File: src/rtl/out_channel_check.sv
// Buffers VM out-instruction words in a small ring and compares them with an expected-value stream.
// Optional macro OUT_CHANNEL_OVERWRITE_EN: a full buffer drops its oldest word instead of back-pressuring.
module out_channel_check #(
    parameter int MemoryElementWidth = 12,
    parameter int NOut               = 2
) (
    input  logic                    clock,
    input  logic                    run,
    input  logic                    out_valid,
    input  logic [MemoryElementWidth-1:0] out_data,
    output logic                    out_ready,
    input  logic                    vm_finished,
    input  logic                    exp_valid,
    input  logic [MemoryElementWidth-1:0] exp_data,
    output logic                    exp_ready,
    input  logic [15:0]             exp_total,
    output logic                    finished,
    output logic                    success,
    output logic [15:0]             checked,
    output logic [15:0]             mismatches,
    output logic [15:0]             first_bad,
    output logic [15:0]             dropped,
    output logic [1:0]              state_dbg,
    output logic [$clog2(NOut):0]   occupancy_dbg
);

    localparam int PW = $clog2(NOut);
    localparam int CW = PW + 1;
    localparam logic [CW-1:0] FULL = CW'(NOut);
    localparam logic [15:0] NONE = 16'hFFFF;

    typedef enum logic [1:0] {
        ST_RUN   = 2'd0,
        ST_DRAIN = 2'd1,
        ST_DONE  = 2'd2
    } state_t;

    state_t                        state_q, state_d;
    logic [MemoryElementWidth-1:0] mem_q [NOut];
    logic [PW-1:0]                 wr_ptr_q, wr_ptr_d, rd_ptr_q, rd_ptr_d;
    logic [CW-1:0]                 occ_q, occ_d;
    logic [15:0]                   checked_q, checked_d, mismatches_q, mismatches_d;
    logic [15:0]                   first_bad_q, first_bad_d, dropped_q, dropped_d;
    logic                          finished_q, finished_d, success_q, success_d;
    logic                          running, push, pop, overwrite, mismatch;
    logic [MemoryElementWidth-1:0] head;

    // Both channels use valid/ready: a transfer completes at a rising edge where valid and
    // ready are both high; ready is combinational and forced low in reset and in DONE.
    always_comb begin
        head      = mem_q[rd_ptr_q];
        running   = run && (state_q != ST_DONE);
        exp_ready = running && (occ_q != '0);
        pop       = exp_valid && exp_ready;
`ifdef OUT_CHANNEL_OVERWRITE_EN
        out_ready = running;
        push      = out_valid && out_ready;
        overwrite = push && !pop && (occ_q == FULL);
`else
        out_ready = running && ((occ_q < FULL) || pop);
        push      = out_valid && out_ready;
        overwrite = 1'b0;
`endif
        mismatch  = pop && (head != exp_data);
    end

    always_comb begin
        wr_ptr_d     = wr_ptr_q;
        rd_ptr_d     = rd_ptr_q;
        occ_d        = occ_q;
        checked_d    = checked_q;
        mismatches_d = mismatches_q;
        first_bad_d  = first_bad_q;
        dropped_d    = dropped_q;
        state_d      = state_q;
        finished_d   = finished_q;
        success_d    = success_q;

        if (push) wr_ptr_d = wr_ptr_q + PW'(1);
        // An overwrite discards the oldest word, so the read side moves with it.
        if (pop || overwrite) rd_ptr_d = rd_ptr_q + PW'(1);

        case ({push && !overwrite, pop})
            2'b10:   occ_d = occ_q + CW'(1);
            2'b01:   occ_d = occ_q - CW'(1);
            default: occ_d = occ_q;
        endcase

        if (pop && checked_q != NONE) checked_d = checked_q + 16'd1;
        if (mismatch && mismatches_q != NONE) mismatches_d = mismatches_q + 16'd1;
        if (mismatch && first_bad_q == NONE) first_bad_d = checked_q;
        if (overwrite && dropped_q != NONE) dropped_d = dropped_q + 16'd1;

        case (state_q)
            ST_RUN: begin
                if (vm_finished) state_d = ST_DRAIN;
            end
            ST_DRAIN: begin
                if (occ_q == '0 && !push) begin
                    state_d    = ST_DONE;
                    finished_d = 1'b1;
                    success_d  = (mismatches_d == 16'd0) && (checked_d == exp_total) &&
                                 (dropped_d == 16'd0);
                end
            end
            ST_DONE: begin
                state_d = ST_DONE;
            end
            default: state_d = ST_RUN;
        endcase
    end

    always_ff @(posedge clock) begin
        if (!run) begin
            state_q      <= ST_RUN;
            wr_ptr_q     <= '0;
            rd_ptr_q     <= '0;
            occ_q        <= '0;
            checked_q    <= '0;
            mismatches_q <= '0;
            first_bad_q  <= NONE;
            dropped_q    <= '0;
            finished_q   <= 1'b0;
            success_q    <= 1'b0;
        end else begin
            state_q      <= state_d;
            wr_ptr_q     <= wr_ptr_d;
            rd_ptr_q     <= rd_ptr_d;
            occ_q        <= occ_d;
            checked_q    <= checked_d;
            mismatches_q <= mismatches_d;
            first_bad_q  <= first_bad_d;
            dropped_q    <= dropped_d;
            finished_q   <= finished_d;
            success_q    <= success_d;
        end
    end

    // Storage needs no reset: occupancy alone decides which entries are meaningful.
    always_ff @(posedge clock) begin
        if (push) mem_q[wr_ptr_q] <= out_data;
    end

    assign finished      = finished_q;
    assign success       = success_q;
    assign checked       = checked_q;
    assign mismatches    = mismatches_q;
    assign first_bad     = first_bad_q;
    assign dropped       = dropped_q;
    assign state_dbg     = state_q;
    assign occupancy_dbg = occ_q;

endmodule
File: config.mk
export PLATFORM = sky130hd
export DESIGN_NAME = out_channel_check
export DESIGN_NICKNAME = d
export VERILOG_FILES = /design/src/rtl/out_channel_check.sv
export SDC_FILE = /design/constraint.sdc
export NUM_CORES = 1
export LEC_CHECK = 0
export ABC_AREA = 1
export CORE_MARGIN = 2
export CORE_UTILIZATION = 51
export CTS_BUF_LIST = sky130_fd_sc_hd__clkbuf_4 sky130_fd_sc_hd__clkbuf_8
export CTS_CLUSTER_SIZE = 24
export DETAILED_ROUTE_END_ITERATION = 12
export GPL_TIMING_DRIVEN = 0
export PLACE_DENSITY_LB_ADDON = 0.1
export SLEW_MARGIN = 20
export SYNTH_ARGS = -nofsm -noshare
export SYNTH_HDL_FRONTEND = slang
export SYNTH_SLANG_ARGS = --single-unit
export TNS_END_PERCENT = 50
File: constraint.sdc
create_clock -name clock -period 2.7 [get_ports clock]
set_input_delay 0.54 -clock clock [delete_from_list [all_inputs] [get_ports clock]]
set_output_delay 0.54 -clock clock [all_outputs]
set_load 0.005 [all_outputs]
==> results of run 1 <==
## kinds of logic after synthesis
| logic type | count (synthesis) |
|---|---|
| simple gates | 395 |
| flops | 81 |
| buf+inv | 94 |
| fa+ha+maj | 6 |
| xor+xnor | 21 |
| compound gates | 55 |
| other cells | 1 |
## cells in the final DEF, fill, tap and decap left out, types with 24 or more instances in the layout
cell type	count
nand4_1	28
a21oi_1	25
nand2_1	236
inv_1	58
buf_4	26
clkdlybuf4s50_1	99
nand3_1	34
edfxtp_1	24
nor2_1	64
dfxtp_1	54
## worst max-delay path, stage by stage, from the launching register on
cell,delay [ns]
dfxtp_1,0.44
ha_1,0.28
nand2_1,0.09
nor2_2,0.22
nand4_1,0.14
buf_4,0.18
clkbuf_1,0.26
nand4_1,0.21
nand2_1,0.07
nor2_1,0.10
nand2_1,0.10
nor2_1,0.11
nand3_1,0.11
a21oi_1,0.13
## cells in the mapped netlist
library cell,number,area [um2]
nand3b_1,16,120.1
xor2_1,14,122.6
nor2_4,2,22.52
nor4_1,2,12.51
nor3_1,4,20.02
o21ai_0,9,45.04
a211oi_1,1,7.510
nor2_2,1,6.260
nand2_2,1,6.260
nor2_1,67,251.5
inv_1,58,217.7
edfxtp_1,24,720.7
o211ai_1,15,112.6
nand2_1,237,889.6
nand3_2,2,20.02
buf_4,18,135.1
ha_1,6,75.07
o21ai_2,1,8.760
dfxtp_1,57,1141
o21a_1,4,30.03
xnor2_1,6,52.55
nand4_1,28,175.2
clkbuf_1,7,26.28
conb_1,1,3.750
nor3_2,1,10.01
buf_2,5,25.02
buf_1,1,3.750
xnor3_1,1,22.52
buf_6,2,22.52
inv_2,3,11.26
nand3_1,34,170.2
a21oi_1,25,125.1
## through the flow
stage	std cells	instance area (um2)	setup WS, ns	total power [W]
6_report	899	6111	0.1946	0.003278
5_1_grt	899	6111	0.002301	0.003462
4_1_cts	893	6046	0.08913	0.003281
3_5_place_dp	876	5806	-0.4499	0.002287
3_3_place_gp	876	5806	-0.4468	0.002256
2_1_floorplan	668	4669	0.5932	0.001925
## metal layers
layer	GRT usage (%)	vias to the layer above	share of wire (%)
li1	-	2363	-
met1	33.95	2122	44
met2	41.79	178	47
met3	4.568	26	7.1
met4	11.38	0	2.5
met5	0	-	0
## sequential cells by signal, indices dropped and copies added (netlist names), named ones only
register / cells
mem_q: 24
rd_ptr_q: 1
mismatches: 16
occupancy_dbg: 2
success: 1
finished: 1
state_dbg: 2
wr_ptr_q: 1
first_bad: 16
checked: 16
## power groups by stage
stage	combinational, W	clock, W	sequential, W
6_report	0.000844	0.000992	0.00144
4_1_cts	0.000831	0.00101	0.00144
5_1_grt	0.000950	0.00106	0.00146
3_5_place_dp	0.000819	0	0.00147
3_3_place_gp	0.000793	0	0.00146
2_1_floorplan	0.000470	0	0.00145
## worst max path at each step
stage | start | end | slack (ns) | depth (start not counted)
6_report | mismatches[0] | success | 0.19 | 13
5_1_grt | state_dbg[0] | success | 0.002 | 18
4_1_cts | mismatches[0] | success | 0.09 | 12
3_5_place_dp | run | success | -0.45 | 18
3_3_place_gp | run | success | -0.45 | 18
2_1_floorplan | checked[0] | success | 0.59 | 18
## final cells by class
cell class | count | area, um2 | area share (%)
clock buffers | 10 | 131.4 | 2.150
repair buffers | 108 | 1060 | 17.34
clock inverters | 6 | 90.09 | 1.474
multi-input cells | 493 | 2379 | 38.92
flip-flops and latches | 81 | 1868 | 30.57
well taps | 108 | 135.1 | 2.211
inverters | 61 | 231.5 | 3.788
plain buffers | 32 | 216.5 | 3.542
## timing repair
action / 4_1_cts / 5_1_grt
pin swaps: 1 / 3
setup endpoints to repair: 1 / 1
buffers inserted: 2 / 6
endpoints found under the hold margin: 0 / 0
resized for setup: 4 / 9
==> results.yml, run 1 <==
synthesis:
  synth-simple-area-share_pct: 36.94
  synth-compound-area-share_pct: 7.133
  yosysSeqAreaShare_pct: 40.36
  ys_ff_latch: 81
  syn_avg_cell_area_um2: 7.065
  syn_area_um2: 4613
  synth_top_family_by_area: "simple AND/OR/NAND/NOR gates"
  synth_xor_xnor_area_share_pct: 4.285
  yosys-mux-area-fraction_pct: 0
  synthAdderAreaFrac_pct: 1.627
  synth_cells: 653
  ys_warn_count: 0
  yosys.cell_types.count: 32
clock_network:
  cts_hold_buf: 0
  clock_path_buffers: 2
  cts-buffers-inserted: 9
  clk_latency_ns: 0.35
  numClockSinks: 81
  clock-root-buffer: "clkbuf_8"
  htreeDepth: 3
  cts_tree: "done"
  clk_pin_slew_ns: 0.09
floorplanning:
  dieHeight_um: 99.11
  initial_core_util_pct: 52.64
  ioPinCount: 117
  die_area_um2: 9822
  rows: 34
  fp.coreArea_um2: 8763
  die_w_um: 99.11
power_and_ir_drop:
  power_switching_w: 0.0009802
  ir_worst_vdd_mv: 0.2607
  clkPwrFrac_pct: 30.3
  p_per_area_nw_per_um2: 536.4
  p_seq_share_pct: 44.0
  intPower_w: 0.002298
  switching_share_pct: 29.90
  p_leak_nw: 2.712
  combPwrFrac_pct: 25.8
sta:
  min_period_ns: 2.505
  max_clock_freq_mhz: 399.1
  fin_tns_setup_ns: 0
  worst_pin_slew_ns: 1.018
  timing.hold.ws_ns: 0.4801
  hold_viol: 0
  relSlewSlack_pct: 31.89
  grt_setup_unrepaired: "false"
  slew_viol_final: 0
  fin_skew_ns: 0.01187
  fin_crit_sh_pct: 92.79
  setup_viol: 0
layout:
  drive_gt1_share_pct: 8.723
  area_delta_synth_final_pct: 32.47
  utilization_pct: 69.73
  fin_nets: 837
  nFillCells: 747
  n_antenna_cell: 0
status:
  status: "finished, final reports clean"
setup_path:
  rr_endpoint: "success"
  start_kind: "register"
  worstPathRequired_ns: 2.98
  crit_type: "register to register"
  crit_fanout: 10
  cp_data_arrival_time_ns: 2.79
  critPathCaptureType: "register"
  r2r-start: "mismatches[0]"
  r2r_slack_ns: 0.19
  ff2ff_path_depth: 13
worst_hold_path:
  worstHoldStart: "finished"
  min_delay_path_depth: 1
  hp-class: "register to register"
  hold-path-endpoint: "finished"
global_routing:
  grt.total_usage_pct: 25.80
  grt_pass1_wl_mm: 20.45
  grt_max_degree: 15
  first_global_vias: 4400
  antenna_found_initial: 0
  grt_overflow_total: 0
routing:
  via_count: 4689
  post_drt_via_cell_ratio: 5.216
  drc: 0
  finalWirelength_mm: 12.40
  drt-initial-drc-count: 257
  ant_nets: 0
  wl_per_cell_um: 13.80
  drt-pass1-iter-count: 5
place:
  dp_hpwl_mm: 9.435
  gp_congestion: 0.9315
  io_buffer_count: 100
run:
  max_cap_violations: 0
Power figures use the tool's default switching activity.
==> run 2: changes to the inputs <==
--- a/config.mk
+++ b/config.mk
@@ -9,7 +9,7 @@
 export CORE_MARGIN = 2
 export CORE_UTILIZATION = 51
 export CTS_BUF_LIST = sky130_fd_sc_hd__clkbuf_4 sky130_fd_sc_hd__clkbuf_8
-export CTS_CLUSTER_SIZE = 24
+export CTS_CLUSTER_SIZE = 14
 export DETAILED_ROUTE_END_ITERATION = 12
 export GPL_TIMING_DRIVEN = 0
 export PLACE_DENSITY_LB_ADDON = 0.1
==> results of run 2 <==
Same layout as run 1: the final DEF is identical, and so are final timing and power.
==> run 3: changes to the inputs <==
--- a/config.mk
+++ b/config.mk
@@ -6,6 +6,7 @@
 export NUM_CORES = 1
 export LEC_CHECK = 0
 export ABC_AREA = 1
+export CAP_MARGIN = 40
 export CORE_MARGIN = 2
 export CORE_UTILIZATION = 51
 export CTS_BUF_LIST = sky130_fd_sc_hd__clkbuf_4 sky130_fd_sc_hd__clkbuf_8
==> run 3 against run 2 <==
Die area stayed put. Combinational power is 2% higher. Final area stayed put. Hold slack better by 0.0015 ns. Via count hardly changed. Total power is 3.6% lower. Critical path type unchanged.
==> results.yml, run 3 (synthesized netlist as in run 1, its figures left out) <==
status:
  status: "finished, final reports clean"
layout:
  seqCellArea_um2: 1868
  top_register: "mem_q"
  area_delta_synth_final_pct: 32.47
  multi_input_area_um2: 2394
  largest_reg_flops: 24
  drive_gt1_share_pct: 8.942
  fin_nets: 840
  final_common_cell: "nand2_1"
  stdcell_area_um2: 6111
  layout_common_cells: "236 x nand2_1, 99 x clkdlybuf4s50_1, 65 x nor2_1, 58 x inv_1, 54 x dfxtp_1"
  nFillCells: 747
  n_antenna_cell: 0
place:
  dp_hpwl_mm: 9.515
  gp_congestion: 0.9315
  post_dp_cell_area_um2: 5821
  io_buffer_count: 100
setup_path:
  cp_slowest_cell: "dfxtp_1"
  critPathCaptureType: "register"
  crit_type: "register to register"
  path_common_cell: "nand2_1"
  worstPathRequired_ns: 2.99
  ff2ff_path_depth: 12
  r2r_slack_ns: 0.20
  cp_top_family: "simple AND/OR/NAND/NOR gates"
  rr_endpoint: "success"
  critical_path_cell_count: 12
  cp_data_arrival_time_ns: 2.79
  start_kind: "register"
  critPathMaxStageDelay_ns: 0.44
  path_buf_inv: 1
  r2r-start: "mismatches[0]"
  path_cells: "ha_1, nand2_1, nor2_2, nand4_1, buf_1, nand4_1, nand2_1, nor2_1, nand2_1, nor2_1, nand3_1, a21oi_1"
  crit_fanout: 10
global_routing:
  grt_pass1_wl_mm: 20.40
  grt.total_usage_pct: 25.64
  grt_overflow_total: 0
  antenna_found_initial: 0
  first_global_vias: 4445
  grt_max_degree: 17
worst_hold_path:
  hp-class: "register to register"
  hold-path-endpoint: "first_bad[12]"
  worstHoldStart: "first_bad[12]"
  min_delay_path_depth: 2
power_and_ir_drop:
  switching_share_pct: 32.82
  combPwrFrac_pct: 27.1
  p_leak_nw: 2.706
  clkPwrFrac_pct: 27.3
  power_switching_w: 0.001038
  ir_worst_vdd_mv: 0.2420
  intPower_w: 0.002124
  p_seq_share_pct: 45.6
  p_per_area_nw_per_um2: 517.4
floorplanning:
  initial_core_util_pct: 52.64
  dieHeight_um: 99.11
  ioPinCount: 117
  rows: 34
  die_w_um: 99.11
  fp.coreArea_um2: 8763
  die_area_um2: 9822
clock_network:
  numClockSinks: 81
  clock-root-buffer: "clkbuf_8"
  cts_hold_buf: 0
  clk_pin_slew_ns: 0.09
  clock_path_buffers: 2
  htreeDepth: 3
  cts_tree: "done"
  cts-buffers-inserted: 9
  clk_latency_ns: 0.36
sta:
  fin_crit_sh_pct: 92.61
  worst_pin_slew_ns: 0.5719
  fin_tns_setup_ns: 0
  hold_viol: 0
  relSlewSlack_pct: 61.88
  fin_skew_ns: 0.01083
  min_period_ns: 2.500
  setup_viol: 0
  slew_viol_final: 0
  max_clock_freq_mhz: 399.9
routing:
  drc: 0
  wl_per_cell_um: 13.75
  post_drt_via_cell_ratio: 5.202
  drt-initial-drc-count: 235
  finalWirelength_mm: 12.40
  via_count: 4692
  ant_nets: 0
  drt-pass1-iter-count: 6
run:
  max_cap_violations: 0
[run 3: final cells by class]
type,count,share of cell area [%]
well taps,108,2.211
inverters,61,3.788
clock inverters,7,1.003
clock buffers,9,2.027
plain buffers,32,3.522
repair buffers,111,17.71
multi-input cells,493,39.17
flip-flops and latches,81,30.57
[run 3: worst max path at each step]
stage	startpoint	slack, ns	endpoint
global placement	run	-0.45	success
detailed placement	run	-0.46	success
finish	mismatches[0]	0.20	success
floorplan	checked[0]	0.59	success
global route	mismatches[0]	-0.02	success
CTS	checked[0]	0.05	success
[run 3: stage by stage]
step | power (W) | utilization, % | instances | setup slack [ns] | hold WS [ns]
after CTS | 0.003156 | 68.83 | 896 | 0.04986 | 0.4836
after global placement | 0.002256 | 66.25 | 876 | -0.4468 | 0.4596
after floorplan | 0.001925 | - | 668 | 0.5932 | 0.4599
after detailed placement | 0.002291 | 66.42 | 878 | -0.4623 | 0.4643
after global routing | 0.003337 | 69.73 | 902 | -0.01633 | 0.5037
final | 0.003162 | 69.73 | 902 | 0.1996 | 0.4816
[run 3: per-layer routing]
metal / part of all wire [%] / GRT usage, % / vias up
li1: - / - / 2374
met1: 45 / 33.39 / 2144
met2: 47 / 43.40 / 157
met3: 5.9 / 3.162 / 17
met4: 2.1 / 10.33 / 0
met5: 0 / 0 / -
[run 3: timing repair]
action / CTS / global route
setup buffers: 3 / 6
resized for setup: 4 / 12
endpoints found under the hold margin: 0 / 0
endpoints found under the setup margin: 1 / 1
pin swaps: 1 / 7
[run 3: power by group through the flow]
stage                     combinational, W  sequential [W]  clock, W
after CTS                         0.000839         0.00144  0.000879
final                             0.000858         0.00144  0.000862
after floorplan                   0.000470         0.00145         0
after global placement            0.000793         0.00146         0
after global routing              0.000962         0.00146  0.000918
after detailed placement          0.000825         0.00147         0
[run 3: worst min-delay path, stage by stage, from the launching register on]
cell	delay, ns
dfxtp_1	0.33
o21ai_0	0.07
nand2_1	0.05
